===== config.mk =====
export PLATFORM = sky130hd
export DESIGN_NAME = axi_read_scheduler
export DESIGN_NICKNAME = d
export VERILOG_FILES = /design/src/rtl/axi_read_scheduler.sv
export SDC_FILE = /design/constraint.sdc
export NUM_CORES = 1
export LEC_CHECK = 0
export CAP_MARGIN = 20
export CORE_MARGIN = 2
export CORE_UTILIZATION = 42
export DETAILED_ROUTE_END_ITERATION = 16
export GPL_TIMING_DRIVEN = 0
export PLACE_DENSITY = 0.79
export SYNTH_ARGS = -nofsm -noshare
export SYNTH_HDL_FRONTEND = slang
export SYNTH_SLANG_ARGS = --single-unit

===== constraint.sdc =====
create_clock -name clk -period 2.7 [get_ports clk]
set_input_delay 0.54 -clock clk [delete_from_list [all_inputs] [get_ports clk]]
set_output_delay 0.54 -clock clk [all_outputs]
set_load 0.05 [all_outputs]

===== src/rtl/axi_read_scheduler.sv =====
// Round-robin arbiter sharing one AXI read channel among N_REQ requesters.
// One burst outstanding at a time; R beats steered to the latched owner.
module axi_read_scheduler #(
  parameter int N_REQ = 3
) (
  input  logic                 clk,
  input  logic                 rset,
  input  logic [N_REQ-1:0]     req_valid,
  input  logic [32*N_REQ-1:0]  req_addr,
  input  logic [8*N_REQ-1:0]   req_len,
  input  logic [3*N_REQ-1:0]   req_size,
  output logic [N_REQ-1:0]     req_ready,
  output logic [N_REQ-1:0]     rsp_valid,
  output logic [31:0]          rsp_data,
  output logic                 rsp_last,
  input  logic [N_REQ-1:0]     rsp_ready,
  output logic [31:0]          axi_araddr,
  output logic [7:0]           axi_arlen,
  output logic [2:0]           axi_arsize,
  output logic [3:0]           axi_arid,
  output logic [1:0]           axi_arburst,
  output logic                 axi_arvalid,
  input  logic                 axi_arready,
  input  logic [31:0]          axi_rdata,
  input  logic [3:0]           axi_rid,
  input  logic                 axi_rlast,
  input  logic [1:0]           axi_rresp,
  input  logic                 axi_rvalid,
  output logic                 axi_rready,
  output logic                 err_len,
  output logic                 err_resp,
  output logic                 busy
);

  localparam int OW = $clog2(N_REQ);

  localparam logic [1:0] S_IDLE = 2'd0;
  localparam logic [1:0] S_ADDR = 2'd1;
  localparam logic [1:0] S_DATA = 2'd2;

  logic [1:0]    r_state;
  logic [OW-1:0] r_rr_ptr;
  logic [OW-1:0] r_owner;
  logic [31:0]   r_araddr;
  logic [7:0]    r_arlen;
  logic [2:0]    r_arsize;
  logic          r_arvalid;
  logic [7:0]    r_beat_cnt;
  logic          r_resp_err;
  logic          r_err_len;
  logic          r_err_resp;

  logic          w_hit;
  logic [OW-1:0] w_pick;
  logic [31:0]   w_addr;
  logic [7:0]    w_len;
  logic [2:0]    w_size;
  logic [OW-1:0] w_next_ptr;
  logic [N_REQ-1:0] w_one;
  logic          w_ar_hs;
  logic          w_beat;
  logic          w_rresp_err;

  // Descending scan so the smallest offset from rr_ptr is assigned last.
  always_comb begin
    w_hit  = 1'b0;
    w_pick = '0;
    w_addr = '0;
    w_len  = '0;
    w_size = '0;
    for (int i = N_REQ - 1; i >= 0; i--) begin
      int s;
      s = int'(r_rr_ptr) + i;
      if (s >= N_REQ) s = s - N_REQ;
      if (req_valid[s]) begin
        w_hit  = 1'b1;
        w_pick = OW'(s);
        w_addr = req_addr[32*s +: 32];
        w_len  = req_len[8*s +: 8];
        w_size = req_size[3*s +: 3];
      end
    end
  end

  always_comb begin
    w_one = '0;
    w_one[r_owner] = 1'b1;
  end

  assign w_next_ptr = (r_owner == OW'(N_REQ - 1)) ? '0 : r_owner + 1'b1;
  assign w_ar_hs    = (r_state == S_ADDR) & r_arvalid & axi_arready;
  assign axi_rready = (r_state == S_DATA) & rsp_ready[r_owner];
  assign w_beat     = axi_rvalid & axi_rready;
  assign w_rresp_err = (axi_rresp != 2'b00);

  assign req_ready = w_ar_hs ? w_one : '0;
  assign rsp_valid = ((r_state == S_DATA) & axi_rvalid) ? w_one : '0;
  assign rsp_data  = axi_rdata;
  assign rsp_last  = axi_rlast;

  assign axi_araddr  = r_araddr;
  assign axi_arlen   = r_arlen;
  assign axi_arsize  = r_arsize;
  assign axi_arid    = {{(4-OW){1'b0}}, r_owner};
  assign axi_arburst = 2'b01;
  assign axi_arvalid = r_arvalid;
  assign err_len     = r_err_len;
  assign err_resp    = r_err_resp;
  assign busy        = (r_state != S_IDLE);

  always_ff @(posedge clk or negedge rset) begin
    if (!rset) begin
      r_state    <= S_IDLE;
      r_rr_ptr   <= '0;
      r_owner    <= '0;
      r_araddr   <= '0;
      r_arlen    <= '0;
      r_arsize   <= '0;
      r_arvalid  <= 1'b0;
      r_beat_cnt <= '0;
      r_resp_err <= 1'b0;
      r_err_len  <= 1'b0;
      r_err_resp <= 1'b0;
    end else begin
      r_err_len  <= 1'b0;
      r_err_resp <= 1'b0;
      unique case (r_state)
        S_IDLE: begin
          if (w_hit) begin
            r_owner   <= w_pick;
            r_araddr  <= w_addr;
            r_arlen   <= w_len;
            r_arsize  <= w_size;
            r_arvalid <= 1'b1;
            r_state   <= S_ADDR;
          end
        end
        S_ADDR: begin
          if (w_ar_hs) begin
            r_arvalid  <= 1'b0;
            r_beat_cnt <= '0;
            r_resp_err <= 1'b0;
            r_state    <= S_DATA;
          end
        end
        S_DATA: begin
          if (w_beat) begin
            if (r_beat_cnt != 8'hFF) r_beat_cnt <= r_beat_cnt + 8'd1;
            if (w_rresp_err) r_resp_err <= 1'b1;
            // Flags a missing rlast on the final beat or an early/late rlast.
            r_err_len <= (r_beat_cnt == r_arlen) ^ axi_rlast;
            if (axi_rlast) begin
              r_state    <= S_IDLE;
              r_rr_ptr   <= w_next_ptr;
              r_err_resp <= r_resp_err | w_rresp_err;
            end
          end
        end
        default: r_state <= S_IDLE;
      endcase
    end
  end

endmodule


==> flow_summary.toml <==
[sta]
period_minus_slack_ns = 2.92
hold_violations = 0
fmax_ghz = 0.342
period_share = 1.08
setup_viol = 3
hold_slack_ns = 0.266
worst_slack_ns = -0.222
rsz0062_at_grt = "true"
max-slew-margin-rel = 0.431
slew_violations = 0
worstMarginPinSlew_ns = 0.853
skew_ns = 0.0128

[routing]
wl_um = 28700
drtAntennaViolNets = 0
drtIter0Drc = 734
first_pass_iters = 5
wl_per_cell_um = 20.2
drc_errors = 0
vias_per_cell = 6.10
vias = 8662

[status]
violations = "setup timing"
outcome = "finished with violations"

[synth]
avgSynthCellArea_um2 = 7.88
ys.flop_type = "dfrtp_1"
async_flop_share = 1.00
synth_top_area_share = 0.207
synth_edf_count = 0
syn_inst = 934
yosysMostFrequentCell = "mux2i_1"
ys_types = 65
synthTopCellsByArea = "dfrtp_1, mux2i_1, o21ai_0"
ys_ff_latch = 61
syn_area_um2 = 7360
yosys_warnings = 0
synth_commonest_cells = "mux2i_1, nand2_1, nor2_1, o21ai_0, dfrtp_1"
yosysTopAreaCell = "dfrtp_1"
seq_area_frac_synth = 0.207

[finish]
area_growth_pct = 44.4
fin_nets = 1379
drive_gt1_frac = 0.183
multi_input_area_um2 = 5210
ff_latch_area_um2 = 1530
num-fill-cells = 1515
final_cell_area_um2 = 10600
diodes = 0

[global_route]
grt_start_max_net_pins = 62
antenna_found_initial = 0
grt_pass1_vias = 8289
overflow = 0
grt_pass1_wl_um = 44200
track_usage = 0.305

[placed_design]
place_congestion = 0.959
dp_hpwl_um = 21000
placed_area_um2 = 10000
io_buffers = 228

[critical_path]
crit_slowest_cell = "dfrtp_2"
path_cells = "buf_6, buf_6, ha_4, and2_4, ha_4, fa_2, xor2_2, nor2_1, nand2_1, o41ai_4, o21ai_2, o21ai_1"
path_class = "reg2reg"
cp-startpoint = "r_rr_ptr[0]$_DFFE_PN0P_"
critPathRequiredTime_ns = 2.97
cp-start-kind = "flip-flop"
endpoint_kind = "flip-flop"
arrival_ns = 3.19
rr_startpoint = "r_rr_ptr[0]$_DFFE_PN0P_"
rrSetupSlack_ns = -0.22
critPathMaxFanout = 3
critPathMaxStageDelay_ns = 0.46

[power]
leakagePower_nw = 4.03
ir_drop_mv = 0.636
power.density_nw_per_um2 = 1170

[cts]
clock_sinks = 61
numCtsBuffers = 9
clk_path_buf_depth = 2
cts_max_level = 3
clk_latency_ns = 0.35
cts_tree = "done"
root_buffer = "clkbuf_16"
hold_buffers = 0
clk_pin_slew_worst_paths_ns = 0.06

[min_path]
holdCritPathClass = "in2async"

[flow_run]
max_cap_violations = 0

[floorplan]
die_w_um = 136
start_util = 0.427
die_y_um = 136
rows = 48
core_um2 = 17200
io_pins = 271
die-area_um2 = 18600
## final cells by class
type                    instances  share of cell area
inverters                       5             0.00224
clock inverters                 7             0.00694
repair buffers                248               0.230
clock buffers                   9              0.0212
plain buffers                 117              0.0789
well taps                     225              0.0265
flip-flops and latches         61               0.144
multi-input cells             748               0.490
## cells by family after synthesis
kind of cell | share of synthesized area
AOI/OAI and AO/OA | 0.268
and+or+nand+nor | 0.167
muxes | 0.206
buffers and inverters | 0.112
DFF | 0.207
xor gates and xnor gates | 0.0167
adders and majority gates | 0.0221
other | 0.00102
## worst max-delay path: cells and delay by family (launching register included)
family                     cells  cell delay (ns)
adders and majority gates      3             0.80
and+or+nand+nor                3             0.40
DFF                            1             0.46
AOI/OAI and AO/OA              3             0.70
xor gates and xnor gates       1             0.20
buffers and inverters          2             0.27
## worst paths after layout
check / endpoint / cells after the start
worst max-delay path: axi_arsize[1]$_DFFE_PN0P_ / 12
worst min-delay path: r_beat_cnt[5]$_DFFE_PN0P_ / 1
worst max register to register: axi_arsize[1]$_DFFE_PN0P_ / 12
worst min register to register: axi_araddr[7]$_DFFE_PN0P_ / 2
max in group asynchronous: r_rr_ptr[0]$_DFFE_PN0P_ / 1
min in group clk: axi_araddr[7]$_DFFE_PN0P_ / 2
## where the power goes
| group | switching, mW | internal, mW | leakage, nW |
|---|---|---|---|
| Clock | 0.484 | 0.719 | 0.146 |
| Combinational | 5.96 | 3.63 | 3.11 |
| Sequential | 0.329 | 1.31 | 0.770 |
| Total | 6.78 | 5.65 | 4.03 |
## through the flow
stage / power, mW / instances / utilization / TNS (ns) / setup WS (ns)
floorplan: 7.86 / 937 / - / -0.0919 / -0.0734
global placement: 10.4 / 1390 / 0.580 / -70.07 / -1.10
detailed placement: 10.6 / 1390 / 0.580 / -3.89 / -0.864
CTS: 12.1 / 1414 / 0.609 / -0.394 / -0.227
global route: 13.1 / 1420 / 0.617 / -0.572 / -0.252
finish: 12.4 / 1420 / 0.617 / -0.338 / -0.222
## state kept, by name, indices dropped and copies added (netlist names)
name / flops
axi_araddr: 32
axi_arlen: 8
r_beat_cnt: 8
axi_arsize: 3
r_owner: 2
r_rr_ptr: 2
r_state: 2
axi_arvalid: 1
err_len: 1
err_resp: 1
r_resp_err: 1
## cell usage in the layout, fill, tap and decap left out, types with 4 or more instances in the layout
cell type / netlist / routed
mux4_2: 9 / 9
nand3b_1: 4 / 4
xnor2_1: 10 / 10
o22ai_1: 39 / 39
buf_2: 23 / 21
clkbuf_16: 0 / 9
clkdlybuf4s50_1: 0 / 220
buf_12: 3 / 5
a2111oi_1: 4 / 4
o21ai_1: 39 / 39
and3_1: 7 / 6
nor2_1: 104 / 104
o211ai_1: 4 / 4
mux2i_1: 128 / 128
clkbuf_1: 30 / 14
nor3_1: 13 / 13
ha_4: 0 / 5
nand4_1: 5 / 5
nor2b_1: 7 / 5
nand3_1: 12 / 11
conb_1: 2 / 5
dfrtp_1: 61 / 59
buf_6: 7 / 10
clkbuf_2: 0 / 17
a31oi_1: 5 / 4
a2111oi_2: 31 / 31
nand2_1: 110 / 110
buf_4: 55 / 67
o21ai_0: 94 / 93
ha_1: 9 / 4
a21oi_1: 51 / 51
nand2b_1: 5 / 5
## timing repair
action,4_1_cts,5_1_grt
resized for setup,47,43
cloned,1,0
pin swaps,9,14
setup buffers,12,7
setup endpoints to repair,10,49
## per-layer routing
layer / up-vias / global-route usage / routed length [um]
li1: 3897 / - / -
met1: 4117 / 0.391 / 11200
met2: 570 / 0.489 / 13400
met3: 78 / 0.0850 / 3340
met4: 0 / 0.115 / 786
met5: - / 0 / 0
Note: power is estimated with default switching activity, not from simulation.
